[config.mk]
export PLATFORM = sky130hd
export DESIGN_NAME = tpg_pattern_gen
export DESIGN_NICKNAME = d
export VERILOG_FILES = /design/src/rtl/tpg_pattern_gen.sv
export SDC_FILE = /design/constraint.sdc
export NUM_CORES = 1
export LEC_CHECK = 0
export BUFFER_PORTS_ARGS = -buffer_cell sky130_fd_sc_hd__buf_2
export CORE_MARGIN = 4
export CORE_UTILIZATION = 30
export DETAILED_ROUTE_END_ITERATION = 7
export MAX_ROUTING_LAYER = met4
export PLACE_DENSITY = 0.55
export RECOVER_POWER = 50
export SYNTH_ARGS = -nofsm -noshare
export SYNTH_HDL_FRONTEND = slang
export SYNTH_SLANG_ARGS = --single-unit
[constraint.sdc]
create_clock -name clk -period 2.1 [get_ports clk]
set_input_delay 0 -clock clk [delete_from_list [all_inputs] [get_ports clk]]
set_output_delay 0 -clock clk [all_outputs]
set_load 0.01 [all_outputs]
[src/rtl/tpg_pattern_gen.sv]
// Parametrised raster test-pattern generator with bars, ramps and checkerboard.
// Optional per-frame pixel checksum outputs are enabled by defining TPG_CHECKSUM_EN.
module tpg_pattern_gen #(
  parameter int unsigned PIXEL_W      = 10,
  parameter int unsigned H_ACTIVE     = 640,
  parameter int unsigned H_BLANK      = 160,
  parameter int unsigned V_ACTIVE     = 480,
  parameter int unsigned V_BLANK      = 45,
  parameter int unsigned NUM_BARS     = 8,
  parameter int unsigned CHECKER_LOG2 = 4
) (
  input  logic               clk,
  input  logic               reset,
  input  logic               enable,
  input  logic [1:0]         mode,
  output logic [PIXEL_W-1:0] pixel_out,
  output logic               line_valid,
  output logic               frame_valid,
  output logic               frame_start,
  output logic [15:0]        frame_count
`ifdef TPG_CHECKSUM_EN
  ,
  output logic [15:0]        frame_sum,
  output logic               sum_valid
`endif
);

  localparam int unsigned H_TOTAL  = H_ACTIVE + H_BLANK;
  localparam int unsigned V_TOTAL  = V_ACTIVE + V_BLANK;
  localparam int unsigned HW       = ($clog2(H_TOTAL) > CHECKER_LOG2) ? $clog2(H_TOTAL)
                                                                      : CHECKER_LOG2 + 1;
  localparam int unsigned VW       = ($clog2(V_TOTAL) > CHECKER_LOG2) ? $clog2(V_TOTAL)
                                                                      : CHECKER_LOG2 + 1;
  localparam int unsigned BAR_W    = H_ACTIVE / NUM_BARS;
  localparam int unsigned BW       = (BAR_W > 1) ? $clog2(BAR_W) : 1;
  localparam int unsigned BAR_STEP = ((2 ** PIXEL_W) - 1) / (NUM_BARS - 1);

  typedef enum logic [0:0] {StIdle, StRun} state_e;

  state_e             state_q;
  logic [HW-1:0]      h_q;
  logic [VW-1:0]      v_q;
  logic [1:0]         mode_q;
  logic [15:0]        frame_count_q;
  logic [BW-1:0]      bar_cnt_q;
  logic [PIXEL_W-1:0] bar_val_q;
  logic [PIXEL_W-1:0] pixel_q;
  logic               line_valid_q, frame_valid_q, frame_start_q;

  logic               run, h_last, v_last, active_h, active_v;
  logic [PIXEL_W-1:0] h_pix, pattern;

  always_comb begin
    run      = (state_q == StRun);
    h_last   = (h_q == HW'(H_TOTAL - 1));
    v_last   = (v_q == VW'(V_TOTAL - 1));
    active_h = (h_q < HW'(H_ACTIVE));
    active_v = (v_q < VW'(V_ACTIVE));
    h_pix    = PIXEL_W'(h_q);
    pattern  = '0;
    case (mode_q)
      2'd0:    pattern = bar_val_q;
      2'd1:    pattern = h_pix;
      2'd2:    pattern = {PIXEL_W{h_q[CHECKER_LOG2] ^ v_q[CHECKER_LOG2]}};
      default: pattern = h_pix + PIXEL_W'(frame_count_q);
    endcase
  end

  always_ff @(posedge clk) begin
    if (reset) begin
      state_q       <= StIdle;
      h_q           <= '0;
      v_q           <= '0;
      mode_q        <= '0;
      frame_count_q <= '0;
      bar_cnt_q     <= '0;
      bar_val_q     <= '0;
      pixel_q       <= '0;
      line_valid_q  <= 1'b0;
      frame_valid_q <= 1'b0;
      frame_start_q <= 1'b0;
    end else begin
      // Outputs lag the counters by one cycle.
      frame_valid_q <= run && active_v;
      line_valid_q  <= run && active_v && active_h;
      frame_start_q <= run && (h_q == '0) && (v_q == '0);
      pixel_q       <= (run && active_v && active_h) ? pattern : '0;

      unique case (state_q)
        StIdle: begin
          if (enable) begin
            state_q <= StRun;
            mode_q  <= mode;
            h_q     <= '0;
            v_q     <= '0;
          end
        end
        StRun: begin
          if (h_last) begin
            h_q <= '0;
            if (v_last) begin
              v_q           <= '0;
              frame_count_q <= frame_count_q + 16'd1;
              if (enable) mode_q  <= mode;
              else        state_q <= StIdle;
            end else begin
              v_q <= v_q + 1'b1;
            end
          end else begin
            h_q <= h_q + 1'b1;
          end
        end
        default: state_q <= StIdle;
      endcase

      // Bar value steps every BAR_W pixels so no divider is needed.
      if (!run || h_last) begin
        bar_cnt_q <= '0;
        bar_val_q <= '0;
      end else if (active_h) begin
        if (bar_cnt_q == BW'(BAR_W - 1)) begin
          bar_cnt_q <= '0;
          bar_val_q <= bar_val_q + PIXEL_W'(BAR_STEP);
        end else begin
          bar_cnt_q <= bar_cnt_q + 1'b1;
        end
      end
    end
  end

  assign pixel_out   = pixel_q;
  assign line_valid  = line_valid_q;
  assign frame_valid = frame_valid_q;
  assign frame_start = frame_start_q;
  assign frame_count = frame_count_q;

`ifdef TPG_CHECKSUM_EN
  logic        last_px_q, sum_valid_q;
  logic [15:0] sum_acc_q, sum_acc_d, frame_sum_q;

  // Accumulate on the registered pixel stream; frame_start restarts the sum.
  always_comb begin
    sum_acc_d = sum_acc_q;
    if (frame_start_q)     sum_acc_d = 16'(pixel_q);
    else if (line_valid_q) sum_acc_d = sum_acc_q + 16'(pixel_q);
  end

  always_ff @(posedge clk) begin
    if (reset) begin
      last_px_q   <= 1'b0;
      sum_valid_q <= 1'b0;
      sum_acc_q   <= '0;
      frame_sum_q <= '0;
    end else begin
      last_px_q   <= run && (v_q == VW'(V_ACTIVE - 1)) && (h_q == HW'(H_ACTIVE - 1));
      sum_valid_q <= last_px_q;
      sum_acc_q   <= sum_acc_d;
      if (last_px_q) frame_sum_q <= sum_acc_d;
    end
  end

  assign frame_sum = frame_sum_q;
  assign sum_valid = sum_valid_q;
`else
  // Checksum path compiled out.
`endif

endmodule

== After elaboration in Yosys (flattened, before gate mapping) ==
Cells that the tools add are included.
Word-level totals
  output and inout port bits: 29
  register bits: 69
  logic and storage cells: 61
Cells by class
  bitwise gates (word level): 3
  $lt $le $gt $ge: 2
  reduce and logical (&&, ||, !) cells: 15
  eq/ne operators: 8
  add/sub/neg operators: 6
  muxes and demuxes: 16
Operator list (count)
  10-bit two-way mux: 4
  10-bit case mux with 2 select lines: 2
  10-bit case mux with 3 select lines: 1
  10-bit by 1-bit adder with 10-bit output, second input constant: 2
  10-bit == test, second input constant: 2
  10-bit zero test: 2
  16-bit by 1-bit adder with 16-bit output, second input constant: 1
  10-bit adder: 1
  10-bit by 8-bit adder with 10-bit output, second input constant: 1
  10-bit < comparator, second input constant: 1
  10-bit by 9-bit < comparator with 1-bit output, second input constant: 1
  7-bit by 1-bit adder with 7-bit output, second input constant: 1
  7-bit == test, second input constant: 1
  7-bit two-way mux: 1
  2-bit two-way mux: 3
  2-bit AND reduction: 3
  1-bit logical AND: 4
  2-bit by 1-bit != test with 1-bit output, second input constant: 2
  2-bit case mux with 2 select lines: 1
  2-bit OR reduction: 2
  1-bit two-way mux: 3
  3-bit AND reduction: 1
  2-bit by 1-bit == test with 1-bit output, second input constant: 1
  2-bit == test, second input constant: 1
  other kinds (7): 8

== Depth between registers and ports, before layout ==
Gate-level depths: netlist (run 1).
  depth in word-level cells: 5
  mapped depth: 8

== Worst setup path after synthesis (run 1) ==
OpenSTA, ideal clock, no wires.
  kind: register -> register
  start point: register h_q[1], in the netlist h_pix[1]
  end point: register frame_count_q[13], in the netlist frame_count[13]
  setup time: 0.070 ns
  cell stages (with the launch flop): 8
  data required time: 2.030 ns
  period minus slack after synthesis: 2.185 ns
  setup slack: -0.085 ns
  arrival: 2.114 ns
  buffers on the path: 1
  path through: dfxtp_1 -> ha_1 -> and4_1 -> nand4_1 -> or4_4 -> buf_6 -> or3_1 -> a21oi_1
On the way
  word-level cells in the longest chain between the ends: 2
RTL lines
  from (decl): RTL line 41  | logic [HW-1:0] h_q;
  from (signal assigned): RTL line 110  | h_q <= h_q + 1'b1;
  10-bit == test: RTL line 55  | h_last = (h_q == HW'(H_TOTAL - 1));
  3-bit AND reduction (no line)
  to (signal assigned): RTL line 103  | frame_count_q <= frame_count_q + 16'd1;
  to (decl): RTL line 44  | logic [15:0] frame_count_q;
No other way between the ends.
A chain may end at the register's enable or synchronous reset.

== Final worst setup path (run 1) ==
  start point: register h_q[7], in the netlist h_pix[7]
  end point: register frame_count_q[11], in the netlist frame_count[11]
The elaborated chain is that of the path after synthesis.

==> results of run 1 <==
==> metrics by stage <==
step | setup WS, ns | hold WS (ns)
global placement | 0.0477 | 0.285
global route | -0.00424 | 0.0710
floorplan | 0.00610 | 0.129
detailed placement | -0.0264 | 0.287
finish | 0.0607 | 0.0308
CTS | 0.00290 | 0.0333
==> per-layer routing <==
layer	routed length [µm]	track usage [%]	up-vias	part of all wire (%)
li1	-	-	1727	-
met1	4630	17.7	1564	49
met2	4230	21.0	62	45
met3	397	4.04	17	4.2
met4	181	4.92	0	1.9
met5	0	-	-	0
==> registers in the layout (all words and copies together), names as in the netlist <==
| register | count |
|---|---|
| run | 1 |
| frame_start | 1 |
| v_q | 10 |
| h_pix | 10 |
| pixel_out | 10 |
| line_valid | 1 |
| bar_val_q | 9 |
| frame_valid | 1 |
| mode_q | 2 |
| frame_count | 16 |
| bar_cnt_q | 7 |
==> worst reg2reg max path, delay by kind of cell, from the launching register on <==
family / cells / cell delay (ns)
compound gates: 2 / 0.37
simple gates: 3 / 1.20
flops: 1 / 0.34
==> cells in the final DEF, fill, tap and decap left out, types with 14 or more instances in the layout <==
cell type  instances
a21oi_1           33
buf_4             42
clkbuf_1          31
dfxtp_1           65
ha_1              15
inv_1             14
nand2_1           29
nand3_1           17
nor2_1            46
o21ai_0           22
xnor2_1           26
==> cells by family after synthesis <==
group	count (synthesis)	synth area share, %
xor gates and xnor gates	34	8.03
AOI/OAI and AO/OA	100	16.5
buffers and inverters	39	4.45
adders and majority gates	17	5.94
muxes	11	3.00
DFF	68	36.7
and+or+nand+nor	174	25.4
==> how the worst max path moves through the flow <==
stage | start | cells after the start | end
4_1_cts | h_pix[5] | 5 | frame_count[11]
3_5_place_dp | v_q[0] | 7 | frame_count[11]
5_1_grt | h_pix[7] | 6 | frame_count[3]
2_1_floorplan | h_pix[5] | 7 | frame_count[13]
3_3_place_gp | v_q[0] | 7 | frame_count[11]
6_report | h_pix[7] | 5 | frame_count[11]
==> synth_stat cells, types with 3 or more instances <==
cell / number
inv_1: 14
and3_1: 6
a31oi_1: 4
a21o_1: 3
and4_1: 4
buf_2: 3
a221oi_1: 4
nand4_1: 10
a21oi_1: 36
nor3_1: 9
and2_1: 4
a31o_2: 3
dfxtp_1: 68
nor2_1: 46
o21ai_0: 23
a211oi_1: 7
nand2b_1: 6
mux2i_1: 10
o31ai_1: 4
a311oi_1: 3
xor2_1: 8
clkbuf_1: 19
nand4b_1: 4
o22ai_1: 3
ha_1: 16
xnor2_1: 26
nor4_1: 6
nand2_1: 29
or3_1: 9
nor2b_1: 9
nand3_1: 17
nor3b_1: 3
==> report_power, final <==
part	internal (mW)	total [mW]	switching, mW
sequential	1.31	1.31	0.00827
clock	0.811	1.34	0.533
combinational	0.0602	0.155	0.0946
==> final cells by class <==
type / instances / area [µm²] / share of cell area, %
clock buffers: 11 / 243 / 5.25
multi-input cells: 337 / 2240 / 48.3
flip-flops and latches: 68 / 1370 / 29.5
inverters: 14 / 52.6 / 1.14
well taps: 168 / 210 / 4.54
repair buffers: 83 / 504 / 10.9
clock inverters: 3 / 15.0 / 0.325
==> timing repair <==
item / in CTS / in global routing
cloned: 0 / 1
hold buffers: 3 / 0
setup endpoints to repair: 2 / 5
gates resized for setup: 1 / 11
endpoints found under the hold margin: 3 / 0
pin swaps: 1 / 5
buffers inserted: 0 / 2
==> summary.txt, run 1 <==
Latest clock arrival within the worst-skew pair: 0.33 ns
Vias in the first global route: 3232
Ys Warns: 0
CTS sink cnt: 68
Total Neg Setup Slack: 0 ns
Reg2reg setup slack: 0.06 ns
Antenna violations before repair: 0
Top FF cell, synth: dfxtp_1
WP buf/inv: 0
PortBufs: 33
VDD IR max: 0.427 mV
Rel. slew slack: 62.2%
# Max-Cap Violations: 0
Average size of a mapped cell: 8.37 µm²
Worst-Margin Slew: 0.566 ns
Max Freq: 0.490 GHz
Ant. Diodes: 0
EDFF count, synth: 0
Die height: 119 µm
CTS Root Cell: clkbuf_16
Async SR Flop Fraction: 0%
Power density over the cells: 608 nW/µm²
Post-DRT Antenna Nets: 0
Synth area leader: dfxtp_1
Crit. End Element: flip-flop
Die width: 119 µm
CTS Buf Count: 9
Worst path top cell family by delay: simple AND/OR/NAND/NOR gates
Clk pin slew, worst setup/hold paths: 0.06 ns
Capture point of the worst reg-to-reg path: frame_count[11]
CP Cell Sequence: nor4b_4 > nand3_4 > or4_2 > o31ai_1 > a21oi_2
Post-synthesis sequential area ratio: 36.7%
Deepest clock path buffer count: 2
Worst Path Max Fanout: 5
Hold Crit Start: reset
Fill cells: 1247
Finished Layout Cells: 684
Synth Cell Area: 3710 µm²
Vias: 3370
DRC viols: 0
Ranking of synthesized cells by area: dfxtp_1 (37%), xnor2_1 (6.1%), ha_1 (5.4%)
Crit share post-route: 97.1%
Final setup viols: 0
Crit-path max cell delay: 0.71 ns
Cell Rows: 40
Hold path depth: 4
Top-area cell type share of the netlist area: 36.7%
Pwr Total: 2.81 mW
CORE AREA: 12100 µm²
DR WL/cell: 13.8 µm
I/O pin count: 34
Hold crit path type: in2reg
Crit Path Category: reg2reg
Largest net degree at the start of global routing: 36
Gr ovfl total: 0
Final min period: 2.04 ns
Final Cell Area: 4630 µm²
Total global routing track utilization: 13.9%
# placed instances: 664
Area after DPL: 4320 µm²
Routability cong.: 0.851
Hold Path Sink: frame_start
First-pass detailed-route iteration total: 5
Unrepaired setup endpoints after global routing: true
Initial DRC Count: 206
Initial Util: 30.8%
Flops & latches, synth: 68
Worst R2R Path Depth: 5
First-pass GRT wire length: 15600 µm
Max Slew Vio Count: 0
Htree depth: 3
Die ar.: 14200 µm²
Syn Inst Count: 443
Share of cells above drive strength 1: 16.9%
CP startpoint kind: flip-flop
DP HPWL: 6930 µm
DRT Wirelength: 9430 µm
Syn-to-layout area delta: 24.7%
Endpoints failing hold: 0
Utilization after layout: 38.4%
DR vias/cell: 4.93
Status: finished, final reports clean
RR Startpoint: h_pix[7]
WP data arrival: 2.25 ns
Fin Clk Skew: 0.00517 ns
Nets: 535
Worst EP required: 2.31 ns
Library cells used by synthesis: 52
Slowest cell on crit path: or4_2
Leak pwr: 1.72 nW
CTS tree: built
Post-Syn Nets: 465
(Power assumes the default switching activity.)
==> inputs of run 2 (changes only) <==
Settings changed: CTS_CLUSTER_DIAMETER set to 120, PLACE_DENSITY 0.55 to 0.53.
Clock period 2.1 ns to 2.09 ns, I/O delays scaled along.
==> run 2 against run 1 <==
Effect of this change:
- non-clock buffer count is 2 lower
- setup slack better by 0.026 ns
- cell count is 0.15% lower
- sequential power hardly changed
- core utilization is 0.10 points higher
- sequential cell count stayed put
- via count is 0.74% higher
- wire length is 4.6% higher
- register-to-register slack better by 0.03 ns
- hold slack worse by 0.0084 ns
- critical path type unchanged
==> summary.txt, run 2 (synthesis gave the netlist of run 1 again) <==
Leak pwr: 1.70 nW (-1.4%)
Share of cells above drive strength 1: 15.9% (-0.94 points)
DR vias/cell: 4.97 (+0.89%)
Deepest clock path buffer count: 2 (unchanged)
Endpoints failing hold: 0 (unchanged)
DP HPWL: 7100 µm (+2.4%)
CP startpoint kind: flip-flop
Crit Path Category: reg2reg
Syn-to-layout area delta: 25.0%
Fill cells: 1245 (-0.16%)
CTS Root Cell: clkbuf_16
Routability cong.: 0.844 (-0.90%)
I/O pin count: 34 (unchanged)
Cell Rows: 40 (unchanged)
Largest net degree at the start of global routing: 36 (unchanged)
CTS Buf Count: 9 (unchanged)
Hold path depth: 4 (unchanged)
CTS tree: built
Max Slew Vio Count: 0 (unchanged)
# Max-Cap Violations: 0 (unchanged)
Worst Path Max Fanout: 3 (-2)
CORE AREA: 12100 µm² (unchanged)
DRT Wirelength: 9870 µm (+4.6%)
FF+latch area: 1370 µm² (+0.18%)
Initial Util: 30.8% (unchanged)
PortBufs: 33 (unchanged)
Ant. Diodes: 0 (unchanged)
Gr ovfl total: 0 (unchanged)
Crit. End Element: flip-flop
Antenna violations before repair: 0 (unchanged)
Initial DRC Count: 205 (-0.49%)
Power density over the cells: 653 nW/µm² (+7.4%)
Pwr Total: 3.03 mW (+7.6%)
Worst R2R Path Depth: 7 (+2)
Die width: 119 µm (unchanged)
First-pass GRT wire length: 16400 µm (+5.4%)
Most frequent cells in the layout: dfxtp_1 (63), nor2_1 (46), buf_4 (40)
DRC viols: 0 (unchanged)
Max reg flops: 16 (unchanged)
WP data arrival: 2.25 ns (about the same)
Rel. slew slack: 72.2% (+10 points)
Post-DRT Antenna Nets: 0 (unchanged)
Most common cell after layout, fill and taps aside: dfxtp_1
Max Freq: 0.499 GHz (+1.8%)
Final setup margin: 0.0869 ns (+0.0263 ns)
Vias in the first global route: 3383 (+4.7%)
Htree depth: 3 (unchanged)
WL met2: 4510 µm (+6.7%)
WL met3: 394 µm (-0.76%)
Die height: 119 µm (unchanged)
Latest clock arrival within the worst-skew pair: 0.33 ns (about the same)
Fin Clk Skew: 0.00495 ns (-0.000228 ns)
VDD IR max: 0.317 mV (-26%)
First-pass detailed-route iteration total: 4 (-1)
Total global routing track utilization: 14.6% (+0.71 points)
Uppermost layer routed: met4
Multi-input gate area: 2220 µm² (-0.56%)
Nets: 533 (-0.37%)
DR WL/cell: 14.5 µm (+4.8%)
Final setup viols: 0 (unchanged)
CTS sink cnt: 68 (unchanged)
Crit share post-route: 95.8% (-1.3 points)
Die ar.: 14200 µm² (unchanged)
Dpl ws: 0.0337 ns (+0.0601 ns)
Worst EP required: 2.33 ns (+0.02 ns)
Status: finished, final reports clean
Hold crit path type: in2reg
Worst-Margin Slew: 0.416 ns (-0.151 ns)
Met1 WL: 4740 µm (+2.4%)
Utilization after layout: 38.5% (+0.10 points)
Clk pin slew, worst setup/hold paths: 0.06 ns (about the same)
Final min period: 2.00 ns (-0.0363 ns)
Vias: 3395 (+0.74%)
-- run 2: cell count changes in the layout (fill, tap and decap cells not counted), sizes merged --
| cell | change |
|---|---|
| clkbuf | +5 |
| clkinv | -3 |
| bufinv | +1 |
| buf | -4 |
-- run 2: critical path, cell delays in order (launching register included) --
cell      delay, ns
dfxtp_2        0.34
ha_1           0.21
fa_1           0.41
a211oi_1       0.22
o21ai_1        0.17
o31ai_2        0.29
xor2_1         0.10
o31ai_1        0.18
-- run 2: stage by stage --
stage	instances	hold slack [ns]	setup TNS, ns	area, µm²
floorplan	443	0.129	0	3730
global placement	662	0.280	0	4310
detailed placement	662	0.293	0	4310
CTS	680	0.0321	0	4640
global route	683	0.0789	-0.0116	4640
finish	683	0.0224	0	4640
-- run 2: final timing paths --
kind,start,endpoint,slack (ns)
min reg2reg,frame_count[15],frame_count[15],0.50
max,h_pix[0],pixel_out[8],0.09
min,reset,frame_start,0.02
max reg2reg,h_pix[0],pixel_out[8],0.09
-- run 2: final cells by class --
class | count | share of cell area (%)
multi-input combinational | 337 | 47.9
sequential | 68 | 29.5
timing repair buffer | 81 | 10.4
clock buffer | 14 | 5.91
tap | 168 | 4.53
inverter | 14 | 1.13
clock inverter | 1 | 0.647
-- run 2: timing repair --
item / 4_1_cts / 5_1_grt
setup endpoints to repair: 0 / 7
buffers inserted: 0 / 2
resized for setup: 0 / 9
endpoints found under the hold margin: 3 / 0
hold buffers: 3 / 0
-- run 2: power breakdown --
group	internal, mW	switching [mW]
clock network	1.02	0.535
registers	1.31	0.00815
logic	0.0593	0.0976
total	2.39	0.641
-- run 2: layer usage --
| metal | vias up | track usage [%] |
|---|---|---|
| met5 | - | - |
| met4 | 0 | 6.15 |
| met3 | 20 | 3.32 |
| met2 | 74 | 22.6 |
| met1 | 1575 | 18.4 |
| li1 | 1726 | - |
